<file path="config.mk">
export PLATFORM = sky130hd
export DESIGN_NAME = vxe_txnreq_decoder
export DESIGN_NICKNAME = d
export VERILOG_FILES = /design/src/rtl/vxe_txnreq_decoder.sv
export SDC_FILE = /design/constraint.sdc
export NUM_CORES = 1
export LEC_CHECK = 0
export CAP_MARGIN = 25
export CORE_MARGIN = 4
export CORE_UTILIZATION = 55
export CTS_CLUSTER_SIZE = 12
export DETAILED_ROUTE_END_ITERATION = 7
export PLACE_DENSITY = 0.86
export RECOVER_POWER = 25
export SYNTH_ARGS = -nofsm -noshare
export SYNTH_HDL_FRONTEND = slang
export SYNTH_SLANG_ARGS = --single-unit
</file>
<file path="constraint.sdc">
create_clock -name clk -period 5.3 [get_ports clk]
set_clock_uncertainty 0.2 [all_clocks]
set_input_delay 1.06 -clock clk [delete_from_list [all_inputs] [get_ports clk]]
set_output_delay 1.06 -clock clk [all_outputs]
set_load 0.01 [all_outputs]
</file>
<file path="src/rtl/vxe_txnreq_decoder.sv">
// vxe_txnreq_decoder: memory-side receiver of the VxEngine request link.
// Accepts packed {txn, dat} request vectors, unpacks them into a small FIFO
// (depth 2**DEPTH_LOG2) and presents the head entry's fields downstream.
// Optional feature macro: VXE_TXNREQ_DEC_BENCHK_EN. When it is defined, a
// write with all byte enables clear is accepted but dropped, and o_err
// pulses for one cycle.
module vxe_txnreq_decoder #(
  parameter int DEPTH_LOG2 = 1
) (
  input  logic                  clk,
  input  logic                  nrst,
  input  logic [43:0]           i_req_vec_txn,
  input  logic [71:0]           i_req_vec_dat,
  input  logic                  i_req_valid,
  output logic                  o_req_rdy,
  output logic [5:0]            o_txnid,
  output logic                  o_rnw,
  output logic [36:0]           o_addr,
  output logic [63:0]           o_data,
  output logic [7:0]            o_ben,
  output logic                  o_valid,
  input  logic                  i_rdy,
  output logic [DEPTH_LOG2:0]   o_count,
  output logic                  o_err
);

  localparam int                DEPTH = 1 << DEPTH_LOG2;
  localparam logic [DEPTH_LOG2:0] FULL = (DEPTH_LOG2+1)'(DEPTH);

  typedef struct packed {
    logic [5:0]  txnid;
    logic        rnw;
    logic [36:0] addr;
    logic [63:0] data;
    logic [7:0]  ben;
  } entry_t;

  entry_t                mem_q [DEPTH];
  logic [DEPTH_LOG2-1:0] wptr_q, wptr_d;
  logic [DEPTH_LOG2-1:0] rptr_q, rptr_d;
  logic [DEPTH_LOG2:0]   count_q, count_d;

  logic   hs;      // upstream handshake
  logic   drop;    // handshaken but not stored
  logic   push;
  logic   pop;
  entry_t wr_ent;
  entry_t head;

  assign o_req_rdy = (count_q != FULL);
  assign o_valid   = (count_q != '0);
  assign hs        = i_req_valid && o_req_rdy;
  assign pop       = o_valid && i_rdy;

`ifdef VXE_TXNREQ_DEC_BENCHK_EN
  logic err_q;

  assign drop = hs && !i_req_vec_txn[37] && (i_req_vec_dat[71:64] == 8'h00);

  // Registered one-cycle error pulse for a dropped empty-enable write.
  always_ff @(posedge clk or negedge nrst) begin
    if (!nrst) err_q <= 1'b0;
    else       err_q <= drop;
  end

  assign o_err = err_q;
`else
  assign drop  = 1'b0;
  assign o_err = 1'b0;
`endif

  assign push = hs && !drop;

  // Unpack the request; read data is zeroed before it is stored.
  always_comb begin
    wr_ent       = '0;
    wr_ent.txnid = i_req_vec_txn[43:38];
    wr_ent.rnw   = i_req_vec_txn[37];
    wr_ent.addr  = i_req_vec_txn[36:0];
    wr_ent.data  = i_req_vec_txn[37] ? 64'h0 : i_req_vec_dat[63:0];
    wr_ent.ben   = i_req_vec_dat[71:64];
  end

  // Next-state for occupancy and pointers; pointers wrap modulo depth.
  always_comb begin
    wptr_d  = wptr_q;
    rptr_d  = rptr_q;
    count_d = count_q;
    if (push) wptr_d = wptr_q + 1'b1;
    if (pop)  rptr_d = rptr_q + 1'b1;
    if (push && !pop)      count_d = count_q + 1'b1;
    else if (!push && pop) count_d = count_q - 1'b1;
  end

  // Pointer and occupancy registers.
  always_ff @(posedge clk or negedge nrst) begin
    if (!nrst) begin
      wptr_q  <= '0;
      rptr_q  <= '0;
      count_q <= '0;
    end else begin
      wptr_q  <= wptr_d;
      rptr_q  <= rptr_d;
      count_q <= count_d;
    end
  end

  // Entry storage; cleared on reset so the output fields read zero.
  always_ff @(posedge clk or negedge nrst) begin
    if (!nrst) begin
      for (int i = 0; i < DEPTH; i++) mem_q[i] <= '0;
    end else if (push) begin
      mem_q[wptr_q] <= wr_ent;
    end
  end

  assign head    = mem_q[rptr_q];
  assign o_txnid = head.txnid;
  assign o_rnw   = head.rnw;
  assign o_addr  = head.addr;
  assign o_data  = head.data;
  assign o_ben   = head.ben;
  assign o_count = count_q;

endmodule

</file>
==> results of run 1 <==
## cells in the final DEF, fill, tap and decap left out, types with 2 or more instances in the layout
cell and count:
buf_12 4, buf_4 4, bufinv_16 2, clkbuf_1 9, clkbuf_16 27, clkbuf_8 5, clkdlybuf4s50_1 235, clkinv_2 2
dfrtp_1 235, dlygate4sd3_1 2, mux2_2 268, mux2_4 80, nor2b_1 64, xnor2_1 2, xor2_1 3
## stage by stage
stage / util [%] / setup WS, ns / area [um^2] / power [mW]
floorplan: - / 2.716 / 10990 / 5.804
global placement: 68.81 / 1.804 / 13480 / 7.497
detailed placement: 68.81 / 1.792 / 13480 / 7.610
CTS: 73.19 / 1.224 / 14340 / 9.502
global route: 73.14 / 1.099 / 14330 / 9.922
finish: 73.14 / 1.250 / 14330 / 9.411
## power groups by stage
stage / Clock [mW] / Sequential [mW] / Combinational (mW)
global placement: 0 / 3.16 / 4.34
detailed placement: 0 / 3.19 / 4.41
global route: 1.92 / 3.31 / 4.69
CTS: 1.84 / 3.20 / 4.46
finish: 1.80 / 3.19 / 4.42
floorplan: 0 / 2.98 / 2.83
## critical path, cell delays in order, from the launching register on
cell and delay [ns]:
dfrtp_4 0.85, buf_4 0.46, mux2_2 0.40, clkdlybuf4s50_1 0.51
## cell usage after synthesis
master    instances  area, um^2
and2_1            1       6.260
and3_1            1       6.260
and3b_1           1       8.760
buf_12            4       80.08
buf_2            19       95.09
buf_4             8       60.06
buf_6             7       78.83
buf_8             1       15.01
clkbuf_1          8       30.03
conb_1            1       3.750
dfrtp_1         236        5906
ha_1              1       12.51
mux2_2          268        3018
mux2_4           80        1201
nand2_1           1       3.750
nand2b_4          1       13.76
nor2_1            1       3.750
nor2b_1          64       400.4
or2_2             1       6.260
xnor2_1           2       17.52
xor2_1            3       26.28
## routing by layer
layer	vias to the layer above	share of wire [%]	GRT usage, %
met4	2	1.7	4.485
met5	-	0.054	0
li1	2937	-	-
met2	202	45	34.23
met1	3279	44	29.09
met3	39	8.8	7.201
## kinds of logic (layout without fill, tap and decap cells)
family,after synthesis,in the layout
DFF,236,236
xor gates and xnor gates,5,5
muxes,348,348
and+or+nand+nor,71,71
adders and majority gates,1,1
buffers and inverters,47,293
other,1,1
## worst max-delay path by stage
stage | endpoint
after floorplan | o_addr[11]
after global placement | mem_q[7]
after detailed placement | mem_q[222]
after CTS | o_ben[7]
after global routing | mem_q[124]
final | o_ben[7]
## final cells by class
type,count,area share (%)
Clock inverter,5,0.5502
Clock buffer,41,5.432
Timing Repair Buffer,247,17.40
Multi-Input combinational cell,426,33.06
Sequential cell,236,41.25
Tap cell,265,2.314
## sequential cells by signal, indices dropped and copies added (netlist names)
register and count:
wptr_q 1, o_count 2, rptr_q 1, mem_q 232
==> results.cfg, run 1 <==
[placed_design]
port_buffers = 239
gp_congestion = 0.7339
place_inst = 1174
place_hpwl_um = 15420

[clock_tree]
cts_made_buffers = 26
clk_pin_slew_ns = 0.06
clock_latency_ns = 0.52
postCtsHoldBufs = 0
post_cts.repair.setup_buffers = 0
clock-sinks = 236
htreeDepth = 1
cts_tree = yes
cts-root-buf = clkbuf_16
clk_path_buf_depth = 3
cts_resized = 0

[route]
drt_iter0_drc = 192
post_drt_via_cell_ratio = 5.294
drcViolationCount = 0
wl_per_cell_um = 19.71
vias = 6459
wl_um = 24050
dr.pass1.iters = 4
ant_nets = 0

[finish]
regArea_um2 = 5909
syn_to_final_growth_pct = 30.33
stdcell_count = 1220
multi_input_area_um2 = 4737
drive_gt1_share_pct = 41.88
diodes = 0
fin_nets = 1058
fillerInstances = 1318

[floorplan]
dieHeight_um = 149.4
rows = 51
start_util_pct = 56.12
die_area_um2 = 22310
fp.coreArea_um2 = 19590
ios = 241
fp.dieW_um = 149.4

[power]
swShare_pct = 29.94
p_comb_share_pct = 46.9
p_leak_nw = 6.248
p_seq_share_pct = 33.9
p_int_mw = 6.593
pwr-share-clk_pct = 19.2
p_sw_mw = 2.818
irDropWorstVdd_uv = 519.0
power_density_nw_per_um2 = 656.8

[logic_synthesis]
synth_seq_cells = 236
yosysWarnings = 0
synth_area_um2 = 10990
synth_simple_gate_area_share_pct = 4.086
synth_cell_types = 21
synthAdderAreaFrac_pct = 0.1138
synth_nets = 830
synth_compound_area_share_pct = 0
synth_mux_area_share_pct = 38.38
yosysSeqAreaShare_pct = 53.72
avgSynthCellArea_um2 = 15.50
synth_top_family_by_area = multiplexers
synth_cells = 709
synth_xor_area_share_pct = 0.3984

[worst_setup_path]
critical_path.startpoint = rptr_q
arrival_ns = 2.79
r2r_cells = 4
critPathMaxFanout = 43
crit_type = reg2out
rrSetupSlack_ns = 2.75
critPathCaptureType = output pin
start_kind = flop
r2r_end = mem_q[228]
worstPathRequired_ns = 4.04
r2r-start = o_count[0]

[global_route]
grt.total_usage_pct = 21.49
antenna_found_initial = 1
grt_max_degree = 127
grt_first_pass_wirelength_um = 38650
grt.overflow.total = 0
grt_pass1_vias = 7336

[sta]
finalHoldViolCount = 0
max_slew_margin_pct = -106.1
fin_setup_tns_ns = 0
grt_setup_unrepaired = false
tightestPinTransition_ns = 3.092
min_period_over_period_pct = 76.41
whs_ns = 0.3018
setup_violations = 0
min_period_ns = 4.050
drv_slew = 126
clock.fmax_ghz = 0.2469

[min_path]
min_to = mem_q[52]
hold_depth = 1
hp-start = mem_q[52]
worstHoldPathType = reg2reg

[run]
cap_violations = 1

[run_status]
violations = max-capacitance violations, max-slew violations
outcome = finished, violations left
Power figures use the tool's default switching activity.
==> run 2, diff against run 1 <==
--- a/config.mk
+++ b/config.mk
@@ -7,10 +7,10 @@
 export LEC_CHECK = 0
 export CAP_MARGIN = 25
 export CORE_MARGIN = 4
-export CORE_UTILIZATION = 55
+export CORE_UTILIZATION = 51
 export CTS_CLUSTER_SIZE = 12
 export DETAILED_ROUTE_END_ITERATION = 7
-export PLACE_DENSITY = 0.86
+export PLACE_DENSITY = 0.8
 export RECOVER_POWER = 25
 export SYNTH_ARGS = -nofsm -noshare
 export SYNTH_HDL_FRONTEND = slang
==> constraint.sdc (replaced) <==
create_clock -name clk -period 3.81 [get_ports clk]
set_clock_uncertainty 0.2 [all_clocks]
set_input_delay 0.762 -clock clk [delete_from_list [all_inputs] [get_ports clk]]
set_output_delay 0.762 -clock clk [all_outputs]
set_load 0.01 [all_outputs]
==> run 2 against run 1 <==
Effect of this change:
- the run still ends with max-capacitance violations, max-slew violations left
- power is 37% higher
- combinational power is 40% higher
- sequential share of layout area is 0.076 points lower
- setup slack worse by 0.62 ns
- core utilization is 5.1 points lower
- clock power is 30% higher
- via count is 0.90% lower
- die area is 7.4% higher
- critical path type unchanged
==> results.cfg, run 2 (synthesized netlist as in run 1, its figures left out) <==
[placed_design]
place_hpwl_um = 15540
gp_congestion = 0.7897
port_buffers = 239

[global_route]
grt.overflow.total = 0
grt_pass1_vias = 7220
grt_max_degree = 95
grt_first_pass_wirelength_um = 38820
grt.total_usage_pct = 19.78
antenna_found_initial = 0

[worst_setup_path]
start_kind = flop
r2r_end = mem_q[45]
r2r-start = o_count[0]
path_cells = buf_12, mux2_2, clkdlybuf4s50_1
crit_type = reg2out
critPathMaxFanout = 57
path_delay_family = buffers and inverters
critPathCaptureType = output pin
cp_slowest_cell = clkdlybuf4s50_1
worstPathRequired_ns = 2.85
cp_num_buf_inv = 2
arrival_ns = 2.22
max_stage_delay_ns = 0.50
r2r_cells = 4
rrSetupSlack_ns = 1.83

[floorplan]
dieHeight_um = 154.8
fp.coreArea_um2 = 21090
die_area_um2 = 23970
rows = 53
start_util_pct = 52.13
ios = 241
fp.dieW_um = 154.8

[route]
vias = 6401
wl_per_cell_um = 19.46
drcViolationCount = 0
drt_iter0_drc = 239
dr.pass1.iters = 4
ant_nets = 0
wl_um = 23940
post_drt_via_cell_ratio = 5.204

[clock_tree]
clk_pin_slew_ns = 0.06
clock_latency_ns = 0.51
clock-sinks = 236
postCtsHoldBufs = 0
htreeDepth = 1
clk_path_buf_depth = 3
cts_tree = yes
cts-root-buf = clkbuf_16
cts_made_buffers = 26
cts_resized = 0
post_cts.repair.setup_buffers = 0

[power]
totalPowerFinal_mw = 12.93
swShare_pct = 29.98
p_sw_mw = 3.875
power_density_nw_per_um2 = 900.5
p_seq_share_pct = 33.9
p_int_mw = 9.050
pwr-share-clk_pct = 18.1
p_leak_nw = 6.249
p_comb_share_pct = 48.0
irDropWorstVdd_uv = 615.7

[sta]
min_period_ns = 3.181
min_period_over_period_pct = 83.48
tightestPinTransition_ns = 2.408
clock.fmax_ghz = 0.3144
finalHoldViolCount = 0
setup_violations = 0
max_slew_margin_pct = -60.53
grt_setup_unrepaired = false
drv_slew = 93
fin_setup_tns_ns = 0

[finish]
syn_to_final_growth_pct = 30.57
final_common_cell = mux2_2
drive_gt1_share_pct = 42.09
largest_reg_flops = 232
diodes = 0
top_register = mem_q
fin_nets = 1061
layout_common_cells = mux2_2 (268), clkdlybuf4s50_1 (237), dfrtp_1 (235), mux2_4 (80), nor2b_1 (64)

[min_path]
min_to = wptr_q
hp-start = wptr_q
hold_depth = 1
worstHoldPathType = reg2reg

[run_status]
outcome = finished, violations left
violations = max-capacitance violations, max-slew violations

[run]
cap_violations = 1
-- run 2: cell types whose count changed in the layout (fill, tap and decap cells not counted), sizes merged --
cell	delta
bufinv	-2
clkinv	+2
buf	+1
dlygate4sd3	-2
clkinvlp	+1
clkdlybuf4s50	+2
clkbuf	-2
-- run 2: worst register-to-register path: cells and delay by family, from the launching register on --
family                 cells  cell delay [ns]
muxes                      1             0.54
DFF                        1             0.43
and+or+nand+nor            2             0.41
buffers and inverters      1             0.29
-- run 2: power by group through the flow --
| stage | Combinational [mW] | Clock (mW) | Sequential, mW |
|---|---|---|---|
| finish | 6.21 | 2.34 | 4.38 |
| global route | 6.62 | 2.51 | 4.52 |
| detailed placement | 6.24 | 0 | 4.39 |
| CTS | 6.29 | 2.40 | 4.38 |
| global placement | 6.15 | 0 | 4.38 |
| floorplan | 3.93 | 0 | 4.14 |
-- run 2: worst max-delay path by stage --
stage	slack, ns	from	cells past startpoint	end
CTS	0.62	rptr_q	3	o_data[61]
finish	0.63	rptr_q	3	o_data[61]
detailed placement	1.18	rptr_q	3	o_data[61]
global route	0.31	nrst	2	mem_q[183]
floorplan	1.52	rptr_q	4	o_addr[11]
global placement	1.17	rptr_q	3	o_data[60]
-- run 2: final cells by class --
type                            instances  area [um^2]
Timing Repair Buffer                  250         2571
Fill cell                            1497         6734
Sequential cell                       236         5909
Multi-Input combinational cell        426         4737
Clock inverter                          6        38.79
Tap cell                              275        344.1
Clock buffer                           37        753.2
-- run 2: per-stage QoR --
| step | setup WS (ns) | instances | cell area (um^2) | util, % | hold WS [ns] |
|---|---|---|---|---|---|
| after detailed placement | 1.177 | 1187 | 13580 | 64.39 | 0.2851 |
| after CTS | 0.6155 | 1230 | 14370 | 68.14 | 0.08856 |
| after global placement | 1.169 | 1187 | 13580 | 64.39 | 0.2804 |
| after global routing | 0.3065 | 1230 | 14350 | 68.07 | 0.3106 |
| after floorplan | 1.524 | 709 | 10990 | - | 0.2477 |
| final | 0.6294 | 1230 | 14350 | 68.07 | 0.2864 |
-- run 2: routing by layer --
metal | wire [um] | global-route usage (%)
met1 | 11050 | 28.03
met2 | 10660 | 30.57
met3 | 1782 | 6.072
met4 | 452 | 3.827
met5 | 0 | 0
